==> config.mk <==
export PLATFORM = sky130hd
export DESIGN_NAME = rs_key_sched_seq
export DESIGN_NICKNAME = d
export VERILOG_FILES = /design/src/rtl/twofish_pkg.sv /design/src/rtl/gf256_mul.sv /design/src/rtl/rs_key_sched_seq.sv
export SDC_FILE = /design/constraint.sdc
export NUM_CORES = 1
export LEC_CHECK = 0
export BUFFER_PORTS_ARGS = -buffer_cell sky130_fd_sc_hd__buf_2
export CORE_ASPECT_RATIO = 0.5
export CORE_MARGIN = 2
export CORE_UTILIZATION = 50
export CTS_CLUSTER_DIAMETER = 100
export CTS_CLUSTER_SIZE = 12
export DETAILED_ROUTE_END_ITERATION = 6
export GPL_TIMING_DRIVEN = 0
export PLACE_DENSITY_LB_ADDON = 0.05
export SETUP_SLACK_MARGIN = 0.5
export SKIP_CTS_REPAIR_TIMING = 1
export SLEW_MARGIN = 20
export SYNTH_ARGS = -nofsm -noshare
export SYNTH_HDL_FRONTEND = slang
export SYNTH_HIERARCHICAL = 1
export SYNTH_SLANG_ARGS = --single-unit
export TNS_END_PERCENT = 5
==> constraint.sdc <==
create_clock -name clk -period 12.7 [get_ports clk]
set_input_delay 1.905 -clock clk [delete_from_list [all_inputs] [get_ports clk]]
set_output_delay 1.905 -clock clk [all_outputs]
set_load 0.02 [all_outputs]
==> src/rtl/twofish_pkg.sv <==
// Shared Twofish key-schedule definitions: RS field polynomial,
// RS matrix columns and the RS engine state encoding.
package twofish_pkg;

  localparam logic [8:0] GF_POLY_RS = 9'h14D;

  // RS_MAT[j][k]: column j, row k.
  localparam logic [0:7][0:3][7:0] RS_MAT = {
    8'h01, 8'hA4, 8'h02, 8'hA4,
    8'hA4, 8'h56, 8'hA1, 8'h55,
    8'h55, 8'h82, 8'hFC, 8'h87,
    8'h87, 8'hF3, 8'hC1, 8'h5A,
    8'h5A, 8'h1E, 8'h47, 8'h58,
    8'h58, 8'hC6, 8'hAE, 8'hDB,
    8'hDB, 8'h68, 8'h3D, 8'h9E,
    8'h9E, 8'hE5, 8'h19, 8'h03
  };

  typedef enum logic [1:0] {
    IDLE,
    RUN,
    FIN
  } rs_state_e;

endpackage

==> src/rtl/gf256_mul.sv <==
// Combinational GF(2^8) multiply, shift-and-add with reduction.
// Ports: a_i, b_i operands; poly_i 9-bit modulus; p_o product.
module gf256_mul (
  input  logic [7:0] a_i,
  input  logic [7:0] b_i,
  input  logic [8:0] poly_i,
  output logic [7:0] p_o
);

  logic [8:0] sh;
  logic [7:0] acc;

  always_comb begin
    sh  = {1'b0, a_i};
    acc = '0;
    for (int i = 0; i < 8; i++) begin
      if (b_i[i]) acc = acc ^ sh[7:0];
      sh = {sh[7:0], 1'b0};
      // Fold x^8 back into the field.
      if (sh[8]) sh = sh ^ poly_i;
    end
    p_o = acc;
  end

endmodule

==> src/rtl/rs_key_sched_seq.sv <==
// Sequential Reed-Solomon engine producing Twofish S-box key words.
// Ports: clk, rst (sync, active-high), start, key[127:0] in;
// busy, done (1-cycle pulse), s0, s1 out.
// Build option RS_DUAL_LANE_EN: 8 multipliers, 8-cycle run.
module rs_key_sched_seq
  import twofish_pkg::*;
#(
  parameter logic [8:0] GF_POLY = GF_POLY_RS,
  parameter int         KEY_W   = 128
) (
  input  logic             clk,
  input  logic             rst,
  input  logic             start,
  input  logic [KEY_W-1:0] key,
  output logic             busy,
  output logic             done,
  output logic [31:0]      s0,
  output logic [31:0]      s1
);

`ifdef RS_DUAL_LANE_EN
  localparam int CNT_W = 3;
`else
  localparam int CNT_W = 4;
`endif
  localparam logic [CNT_W-1:0] LAST = '1;

  rs_state_e        state_q, state_d;
  logic [CNT_W-1:0] cnt_q, cnt_d;
  logic [127:0]     key_q, key_d;
  logic [31:0]      acc0_q, acc0_d;
  logic [31:0]      acc1_q, acc1_d;
  logic [31:0]      s0_q, s0_d;
  logic [31:0]      s1_q, s1_d;
  logic             busy_q, busy_d;
  logic             done_q, done_d;

  logic [2:0]       col;
  logic [7:0]       b0;
  logic [31:0]      pv0;

`ifdef RS_DUAL_LANE_EN
  logic [7:0]       b1;
  logic [31:0]      pv1;
  logic [6:0]       off;

  // Lane 0 walks m0..m7, lane 1 walks m8..m15 in step.
  assign col = cnt_q;
  assign off = {1'b0, cnt_q, 3'b000};
  assign b0  = key_q[7'd127 - off -: 8];
  assign b1  = key_q[7'd63 - off -: 8];

  for (genvar k = 0; k < 4; k++) begin : g_mul
    gf256_mul u_mul0 (
      .a_i    (b0),
      .b_i    (RS_MAT[col][k]),
      .poly_i (GF_POLY),
      .p_o    (pv0[8*k +: 8])
    );
    gf256_mul u_mul1 (
      .a_i    (b1),
      .b_i    (RS_MAT[col][k]),
      .poly_i (GF_POLY),
      .p_o    (pv1[8*k +: 8])
    );
  end
`else
  assign col = cnt_q[2:0];
  assign b0  = key_q[7'd127 - {cnt_q, 3'b000} -: 8];

  for (genvar k = 0; k < 4; k++) begin : g_mul
    gf256_mul u_mul0 (
      .a_i    (b0),
      .b_i    (RS_MAT[col][k]),
      .poly_i (GF_POLY),
      .p_o    (pv0[8*k +: 8])
    );
  end
`endif

  always_comb begin
    state_d = state_q;
    cnt_d   = cnt_q;
    key_d   = key_q;
    acc0_d  = acc0_q;
    acc1_d  = acc1_q;
    s0_d    = s0_q;
    s1_d    = s1_q;
    busy_d  = 1'b0;
    done_d  = 1'b0;
    unique case (state_q)
      IDLE: begin
        if (start) begin
          key_d   = key;
          acc0_d  = '0;
          acc1_d  = '0;
          cnt_d   = '0;
          state_d = RUN;
        end
      end
      RUN: begin
        // busy/done are registered, so they trail state by a cycle.
        busy_d = 1'b1;
`ifdef RS_DUAL_LANE_EN
        acc0_d = acc0_q ^ pv0;
        acc1_d = acc1_q ^ pv1;
`else
        if (cnt_q[3]) acc1_d = acc1_q ^ pv0;
        else          acc0_d = acc0_q ^ pv0;
`endif
        cnt_d = cnt_q + 1'b1;
        if (cnt_q == LAST) state_d = FIN;
      end
      FIN: begin
        s0_d    = acc0_q;
        s1_d    = acc1_q;
        done_d  = 1'b1;
        state_d = IDLE;
      end
      default: state_d = IDLE;
    endcase
  end

  always_ff @(posedge clk) begin
    if (rst) begin
      state_q <= IDLE;
      cnt_q   <= '0;
      key_q   <= '0;
      acc0_q  <= '0;
      acc1_q  <= '0;
      s0_q    <= '0;
      s1_q    <= '0;
      busy_q  <= 1'b0;
      done_q  <= 1'b0;
    end else begin
      state_q <= state_d;
      cnt_q   <= cnt_d;
      key_q   <= key_d;
      acc0_q  <= acc0_d;
      acc1_q  <= acc1_d;
      s0_q    <= s0_d;
      s1_q    <= s1_d;
      busy_q  <= busy_d;
      done_q  <= done_d;
    end
  end

  assign busy = busy_q;
  assign done = done_q;
  assign s0   = s0_q;
  assign s1   = s1_q;

endmodule

# Word-level counts from Yosys, hierarchy flattened
# Memories as Yosys holds them, arrays and structs flattened.
# Cells that the tools add are included.
[word_totals] reg_bits=264 mem_bits_ro=256 inputBits=131 out_inout_bits=66 wordCells=119 n_memories=1
[classes] add_sub_neg=2 magnitude_cmp=1 eq_ne=7 shifts=1 muxes=53 bitwise_logic=38 n_reduce_logical=7
[memory_table] memory="(no name shown)" depth=8 word_bits=32 read_ports=1 rd_ports_with_merged_regs=0 write_ports=0 line="rs_key_sched_seq.sv:74" rtl=".b_i (RS_MAT[col][k]),"
[op_table] operator="2-to-1 mux 8 bit" count=32
[op_table] operator="XOR 8 bit" count=28
[op_table] operator="2-to-1 mux 32 bit" count=5
[op_table] operator="variable part select 135 x 8 -> 8 bit" count=1
[op_table] operator="one-hot mux 32 bit (2 select lines)" count=2
[op_table] operator="XOR 32 bit" count=2
[op_table] operator="2-to-1 mux 7 bit" count=7
[op_table] operator="NOT 4 bit" count=7
[op_table] operator="inequality test 2 bit (second input constant)" count=4
[op_table] operator="one-hot mux 4 bit (2 select lines)" count=1
[op_table] operator="subtractor 7 bit (first input constant)" count=1
[op_table] operator="AND reduction 2 bit" count=3
[op_table] operator="AND reduction 3 bit" count=2
[op_table] operator="adder 4 x 1 -> 4 bit (second input constant)" count=1
[op_table] operator="== test 4 bit (second input constant)" count=1
[op_table] operator="greater-or-equal comparator 4 bit (second input constant)" count=1
[op_table] operator="2-to-1 mux 2 bit" count=2
[op_table] operator="2-to-1 mux 4 bit" count=1
[op_table] operator="NOT 3 -> 4 bit" count=1
[op_table] operator="one-hot mux 2 bit (2 select lines)" count=1
[op_table] operator="== test 2 x 1 -> 1 bit (second input constant)" count=1
[op_table] operator="== test 2 bit (second input constant)" count=1
[op_table] operator="zero test 2 bit" count=1
[op_table] operator="2-to-1 mux 1 bit" count=2
[op_table] operator="nonzero test 2 bit" count=1

# Logic depth before layout (Yosys ltp)
[logic_depth] word_depth=22 ltp_mapped=25 depth_no_buf=19

# Hierarchy
# The synthesis kept the hierarchy.
[by_module_without_submodules] module="rs_key_sched_seq" n_inst=1 cells_per_inst=1361 area_per_inst_um2=10913.0 seq_area_each_um2=5285.1
[by_module_without_submodules] module="gf256_mul" n_inst=4 cells_per_inst=415 area_per_inst_um2=2688.8 seq_area_each_um2=0.0

# Worst setup path after synthesis
# OpenSTA, ideal clock, no wires.
[synth_timing] path_type="register -> register" from="reg cnt_q[0]" to="reg acc1_q[23]" setup_ps=117 t_arrival_ps=6112 required_ps=12583 setup_slack_ps=6471 stages_incl_launch_ff=25 path_buffers=5 synth_period_minus_slack_ps=6229 cell_sequence="dfxtp_1 -> buf_4 -> buf_4 -> buf_2 -> nand2_1 -> o221ai_1 -> o22ai_1 -> a211oi_1 -> buf_4 -> nand2_1 -> nor2_2 -> o31a_1 -> nor4_1 -> o31a_1 -> or3_4 -> and2_4 -> buf_2 -> a21oi_1 -> xnor2_1 -> o21ai_0 -> a311oi_1 -> xnor2_1 -> o21ai_0 -> xor2_1 -> nor2_1"
[synth_via] elab_cells_between_ends=36 classes_between="add/sub (1); shift (1); mux (18); bitwise (15); memory (1)"
[synth_rtl] element="start: declaration" line="rs_key_sched_seq.sv:29" rtl="logic [CNT_W-1:0] cnt_q, cnt_d;"
[synth_rtl] element="start signal: assignment" line="rs_key_sched_seq.sv:137" rtl="cnt_q <= cnt_d;"
[synth_rtl] element="subtractor 7 bit (*)" line="rs_key_sched_seq.sv:69" rtl="assign b0 = key_q[7'd127 - {cnt_q, 3'b000} -: 8];"
[synth_rtl] element="variable part select 135 x 8 -> 8 bit (*)" line="rs_key_sched_seq.sv:69"
[synth_rtl] element="named net b0[6]" line="rs_key_sched_seq.sv:39" rtl="logic [7:0] b0;"
[synth_rtl] element="XOR 8 bit" line="gf256_mul.sv:17" rtl="if (b_i[i]) acc = acc ^ sh[7:0];"
[synth_rtl] element="2-to-1 mux 8 bit" line="gf256_mul.sv:17"
[synth_rtl] element="XOR 8 bit" line="gf256_mul.sv:17"
[synth_rtl] element="2-to-1 mux 8 bit" line="gf256_mul.sv:17"
[synth_rtl] element="XOR 8 bit" line="gf256_mul.sv:17"
[synth_rtl] element="[5 not listed]"
[synth_rtl] element="XOR 8 bit" line="gf256_mul.sv:17"
[synth_rtl] element="2-to-1 mux 8 bit" line="gf256_mul.sv:17"
[synth_rtl] element="XOR 8 bit" line="gf256_mul.sv:17"
[synth_rtl] element="2-to-1 mux 8 bit (*)" line="gf256_mul.sv:17"
[synth_rtl] element="named net pv0[23]" line="rs_key_sched_seq.sv:40" rtl="logic [31:0] pv0;"
[synth_rtl] element="XOR 32 bit (*)" line="rs_key_sched_seq.sv:108" rtl="if (cnt_q[3]) acc1_d = acc1_q ^ pv0;"
[synth_rtl] element="2-to-1 mux 32 bit (*)" line="rs_key_sched_seq.sv:108"
[synth_rtl] element="one-hot mux 32 bit (2 select lines) (*)" line="rs_key_sched_seq.sv:91" rtl="unique case (state_q)"
[synth_rtl] element="end signal: assignment" line="rs_key_sched_seq.sv:130" rtl="acc1_q <= '0;"
[synth_rtl] element="end signal: assignment" line="rs_key_sched_seq.sv:140" rtl="acc1_q <= acc1_d;"
[synth_rtl] element="end: declaration" line="rs_key_sched_seq.sv:32" rtl="logic [31:0] acc1_q, acc1_d;"
# The timed path passes the listed nets; every way through them passes the cells marked *. The select of a mux whose other input is x is not followed.
# A chain may end at the register's enable or synchronous reset.

# Worst setup path in the final report
[layout_timing] from="reg cnt_q[1]" to="reg acc1_q[15]"
[layout_via] elab_cells_between_ends=36 classes_between="add/sub (1); shift (1); mux (18); bitwise (15); memory (1)"
[layout_rtl] element="subtractor 7 bit (*)" line="rs_key_sched_seq.sv:69"
[layout_rtl] element="variable part select 135 x 8 -> 8 bit (*)" line="rs_key_sched_seq.sv:69"
[layout_rtl] element="named net b0[7]" line="rs_key_sched_seq.sv:39"
[layout_rtl] element="2-to-1 mux 8 bit" line="gf256_mul.sv:17"
[layout_rtl] element="XOR 8 bit" line="gf256_mul.sv:17"
[layout_rtl] element="2-to-1 mux 8 bit" line="gf256_mul.sv:17"
[layout_rtl] element="XOR 8 bit" line="gf256_mul.sv:17"
[layout_rtl] element="2-to-1 mux 8 bit" line="gf256_mul.sv:17"
[layout_rtl] element="[6 not listed]"
[layout_rtl] element="XOR 8 bit" line="gf256_mul.sv:17"
[layout_rtl] element="2-to-1 mux 8 bit" line="gf256_mul.sv:17"
[layout_rtl] element="XOR 8 bit" line="gf256_mul.sv:17"
[layout_rtl] element="2-to-1 mux 8 bit (*)" line="gf256_mul.sv:17"
[layout_rtl] element="named net pv0[15]" line="rs_key_sched_seq.sv:40"
[layout_rtl] element="XOR 32 bit (*)" line="rs_key_sched_seq.sv:108"
[layout_rtl] element="2-to-1 mux 32 bit (*)" line="rs_key_sched_seq.sv:108"
[layout_rtl] element="one-hot mux 32 bit (2 select lines) (*)" line="rs_key_sched_seq.sv:91"
# Marks and branches as above.

==> flow_summary.json <==
{
  "die_x_microns": 298,
  "syn2layout_area_growth_pct": 13.5,
  "critical_path.reg2reg.startpoint": "cnt_q[1]",
  "mappedNetlistArea_sq_um": 21700,
  "p_leak_nw": 9.01,
  "htree_num_levels": 1,
  "dp_slack_ns": 5.95,
  "worst_r2r_endpoint": "acc1_q[15]",
  "worstSetupEndpointType": "flip-flop",
  "layout_setup_ws_ns": 5.57,
  "remaining_antenna_violation_count_after_routing": 0,
  "power_frac_clock_pct": 18.4,
  "fmaxAchievable_mhz": 140,
  "r2r.worst_path.cells": 23,
  "period_needed_ns": 7.13,
  "reg2reg_slack_ns": 5.57,
  "fin_hold_ws_ns": 0.450,
  "combPwrFrac_pct": 54.0,
  "classification_of_the_worst_setup_path": "reg2reg",
  "worstSetupEndpoint": "acc1_q[15]",
  "mostFrequentLayoutCell": "sky130_fd_sc_hd__nand2_1",
  "setup-tns-final_ns": 0,
  "finalPower_mw": 3.48,
  "routed_via_density": 5.64,
  "power_per_cell_area_nw_per_um2": 141,
  "least_margin_pin_slew_ns": 1.05,
  "share_of_flip_flops_with_an_asynchronous_set_or_reset_after_synthesis_pct": 0,
  "ys_seq_area_share_pct": 24.4,
  "critical_path.startpoint_type": "flip-flop",
  "gr-usage-all-layers_pct": 30.2,
  "synth_top_cell_by_area": "sky130_fd_sc_hd__dfxtp_1",
  "placement.io_buffers": 196,
  "synth.lib_cells_used.distinct": 86,
  "nNetsFinal": 3496,
  "detailed_place_hpwl_microns": 56300,
  "fp.dieH_microns": 151,
  "seqPwrFrac_pct": 27.6,
  "core.rowCount": 53,
  "fin_skew_ns": 0.0178,
  "grt_pass1_vias": 19900,
  "fill_cells": 4217,
  "ys.flop_type": "sky130_fd_sc_hd__dfxtp_1",
  "drcViolationCount": 0,
  "timing.final.max_slew_violations": 0,
  "tritoncts": "yes",
  "first_pass_grt_wire_length_microns": 110000,
  "die-area_sq_um": 45100,
  "ys.warnings.count": 6,
  "tritoncts.num_buffers": 25,
  "crit_fanout": 11,
  "syn_inst": 3021,
  "wire_per_inst_microns": 18.1,
  "routabilityCongestion": 0.976,
  "p_switching_mw": 1.47,
  "worst_ep_required_time_ns": 13.16,
  "power.internal_mw": 2.01,
  "timing.critical_path.arrival_ns": 7.59,
  "clock-sinks": 264,
  "clk-insertion-delay-late_ns": 0.53,
  "floorplan.initialDensity_pct": 51.1,
  "synthTopCellsByArea": "sky130_fd_sc_hd__dfxtp_1 24%, sky130_fd_sc_hd__nand2_1 13%, sky130_fd_sc_hd__xnor2_1 12%, sky130_fd_sc_hd__a21oi_1 6.6%, sky130_fd_sc_hd__xor2_1 5.0%",
  "setup_violations": 0,
  "cts_max_path_buffers": 3,
  "iter_0_drt_violations": 1855,
  "cap_viol_max_count": 0,
  "power_switching_share_pct": 42.2,
  "run_status": "finished, final reports clean",
  "synth-edff-count": 0,
  "drive_gt1_share_pct": 12.4,
  "cts.reportedPaths.clkPinSlew_ns": 0.06,
  "syn_avg_cell_area_sq_um": 7.17,
  "irDropWorstVdd_mv": 0.0931,
  "grt_max_degree": 14,
  "rsz0062_at_grt": "no",
  "wirelength_microns": 71400,
  "period_utilisation_layout_pct": 56.1,
  "insertedDiodeCount": 0,
  "hp-class": "reg2reg",
  "post-synth-top-area-fraction_pct": 24.4,
  "leftover_overflow_at_the_end_of_global_routing": 0,
  "critical_path.startpoint": "cnt_q[1]",
  "placeableCoreArea_sq_um": 42400,
  "drt_pass1_iterations": 6,
  "num_vias": 22200,
  "hold_violation_total_from_the_final_report": 0,
  "postSynthRegisterBits": 264,
  "most_frequent_cells_in_the_layout": "745 x sky130_fd_sc_hd__nand2_1, 308 x sky130_fd_sc_hd__xnor2_1, 287 x sky130_fd_sc_hd__a21oi_1",
  "slew_headroom_pct": 29.9,
  "clk_root_buffer_cell": "sky130_fd_sc_hd__clkbuf_16",
  "io-pin-count": 197,
  "antenna_found_initial": 0
}
## kinds of logic after synthesis
| logic type | count (synthesis) | synth area share, % |
|---|---|---|
| XOR/XNOR | 436 | 17.9 |
| adder cells (fa/ha/maj) | 7 | 0.404 |
| multiplexers | 57 | 2.96 |
| AND/OR/NAND/NOR | 1154 | 23.3 |
| other | 2 | 0.0347 |
| AO/OA/AOI/OAI | 798 | 24.7 |
| flip-flops | 264 | 24.4 |
| buffers and inverters | 303 | 6.29 |
## Yosys cell counts (19+ instances only)
cell                       count
sky130_fd_sc_hd__buf_4        34
sky130_fd_sc_hd__o311ai_0     40
sky130_fd_sc_hd__xor2_1      124
sky130_fd_sc_hd__nand2_1     745
sky130_fd_sc_hd__xnor2_1     308
sky130_fd_sc_hd__buf_2        42
sky130_fd_sc_hd__or4_1        20
sky130_fd_sc_hd__a32oi_1      32
sky130_fd_sc_hd__nor2b_1      19
sky130_fd_sc_hd__a21oi_1     287
sky130_fd_sc_hd__a211oi_1     31
sky130_fd_sc_hd__dfxtp_1     264
sky130_fd_sc_hd__nand2b_1     25
sky130_fd_sc_hd__or2_2        19
sky130_fd_sc_hd__nand3_1      40
sky130_fd_sc_hd__mux2i_1      40
sky130_fd_sc_hd__inv_1        38
sky130_fd_sc_hd__clkbuf_1    167
sky130_fd_sc_hd__nor2_1      171
sky130_fd_sc_hd__o31ai_1      20
sky130_fd_sc_hd__o21ai_0     174
## critical path, stage by stage (launching register included)
cell                        delay, ns
sky130_fd_sc_hd__dfxtp_1         0.62
sky130_fd_sc_hd__buf_4           0.29
sky130_fd_sc_hd__inv_1           0.24
sky130_fd_sc_hd__nor2_1          0.82
sky130_fd_sc_hd__a2111oi_0       0.37
sky130_fd_sc_hd__a221oi_4        0.30
sky130_fd_sc_hd__buf_8           0.22
sky130_fd_sc_hd__buf_4           0.20
sky130_fd_sc_hd__inv_1           0.15
sky130_fd_sc_hd__nand2_1         0.09
sky130_fd_sc_hd__o211a_2         0.31
sky130_fd_sc_hd__or2_2           0.15
sky130_fd_sc_hd__clkbuf_1        0.26
sky130_fd_sc_hd__o21ai_1         0.19
sky130_fd_sc_hd__xor2_1          0.62
sky130_fd_sc_hd__nand2_1         0.22
sky130_fd_sc_hd__and4_1          0.25
sky130_fd_sc_hd__a311oi_1        0.30
sky130_fd_sc_hd__o2111a_1        0.27
sky130_fd_sc_hd__a311oi_1        0.07
sky130_fd_sc_hd__xnor2_1         0.52
sky130_fd_sc_hd__o21ai_0         0.29
sky130_fd_sc_hd__xor2_1          0.20
sky130_fd_sc_hd__nor2_1          0.09
## final cells by class
class | instances | area, sq um | share of cell area (%)
Tap cell | 577 | 722 | 2.94
Clock buffer | 25 | 626 | 2.54
Sequential cell | 264 | 5290 | 21.5
Multi-Input combinational cell | 2560 | 15500 | 63.1
Buffer | 262 | 1210 | 4.91
Timing Repair Buffer | 204 | 1090 | 4.43
Inverter | 41 | 154 | 0.626
## sequential cells by signal, summed over array words and instances, names as in the netlist
register,count
key_q,128
acc0_q,32
cnt_q,4
acc1_q,32
state_q,2
busy,1
s1,32
s0,32
done,1
## per-layer routing
layer	GRT usage (%)	routed length [microns]	share of wire [%]	up-vias
li1	-	-	-	10900
met1	40.8	32200	45	10400
met2	51.9	32600	46	762
met3	3.61	5250	7.4	91
met4	6.56	1360	1.9	0
met5	0	0	0	-
## metrics by stage
stage	cell area, sq um	util [%]	instances
after floorplan	22100	-	3127
after global placement	23800	56.1	3900
after global routing	24600	58.0	3933
final	24600	58.0	3933
after detailed placement	24000	56.6	3908
after CTS	24600	58.0	3933
## worst min path at each step
stage,start,endpoint,slack (ns),depth (start not counted)
CTS,s1[22],s1[22],0.45,2
finish,s0[25],s0[25],0.45,2
floorplan,key_q[115],key_q[115],0.43,2
global route,key_q[86],key_q[86],0.47,2
global placement,key_q[48],key_q[48],0.44,2
detailed placement,s1[22],s1[22],0.44,2
## power by group through the flow
stage	clock (mW)	sequential [mW]	combinational (mW)
floorplan	0	0.961	1.41
global placement	0	0.975	1.78
detailed placement	0	0.977	1.81
CTS	0.651	0.960	1.81
global route	0.678	0.968	2.04
finish	0.640	0.961	1.88
(Power assumes the default switching activity.)
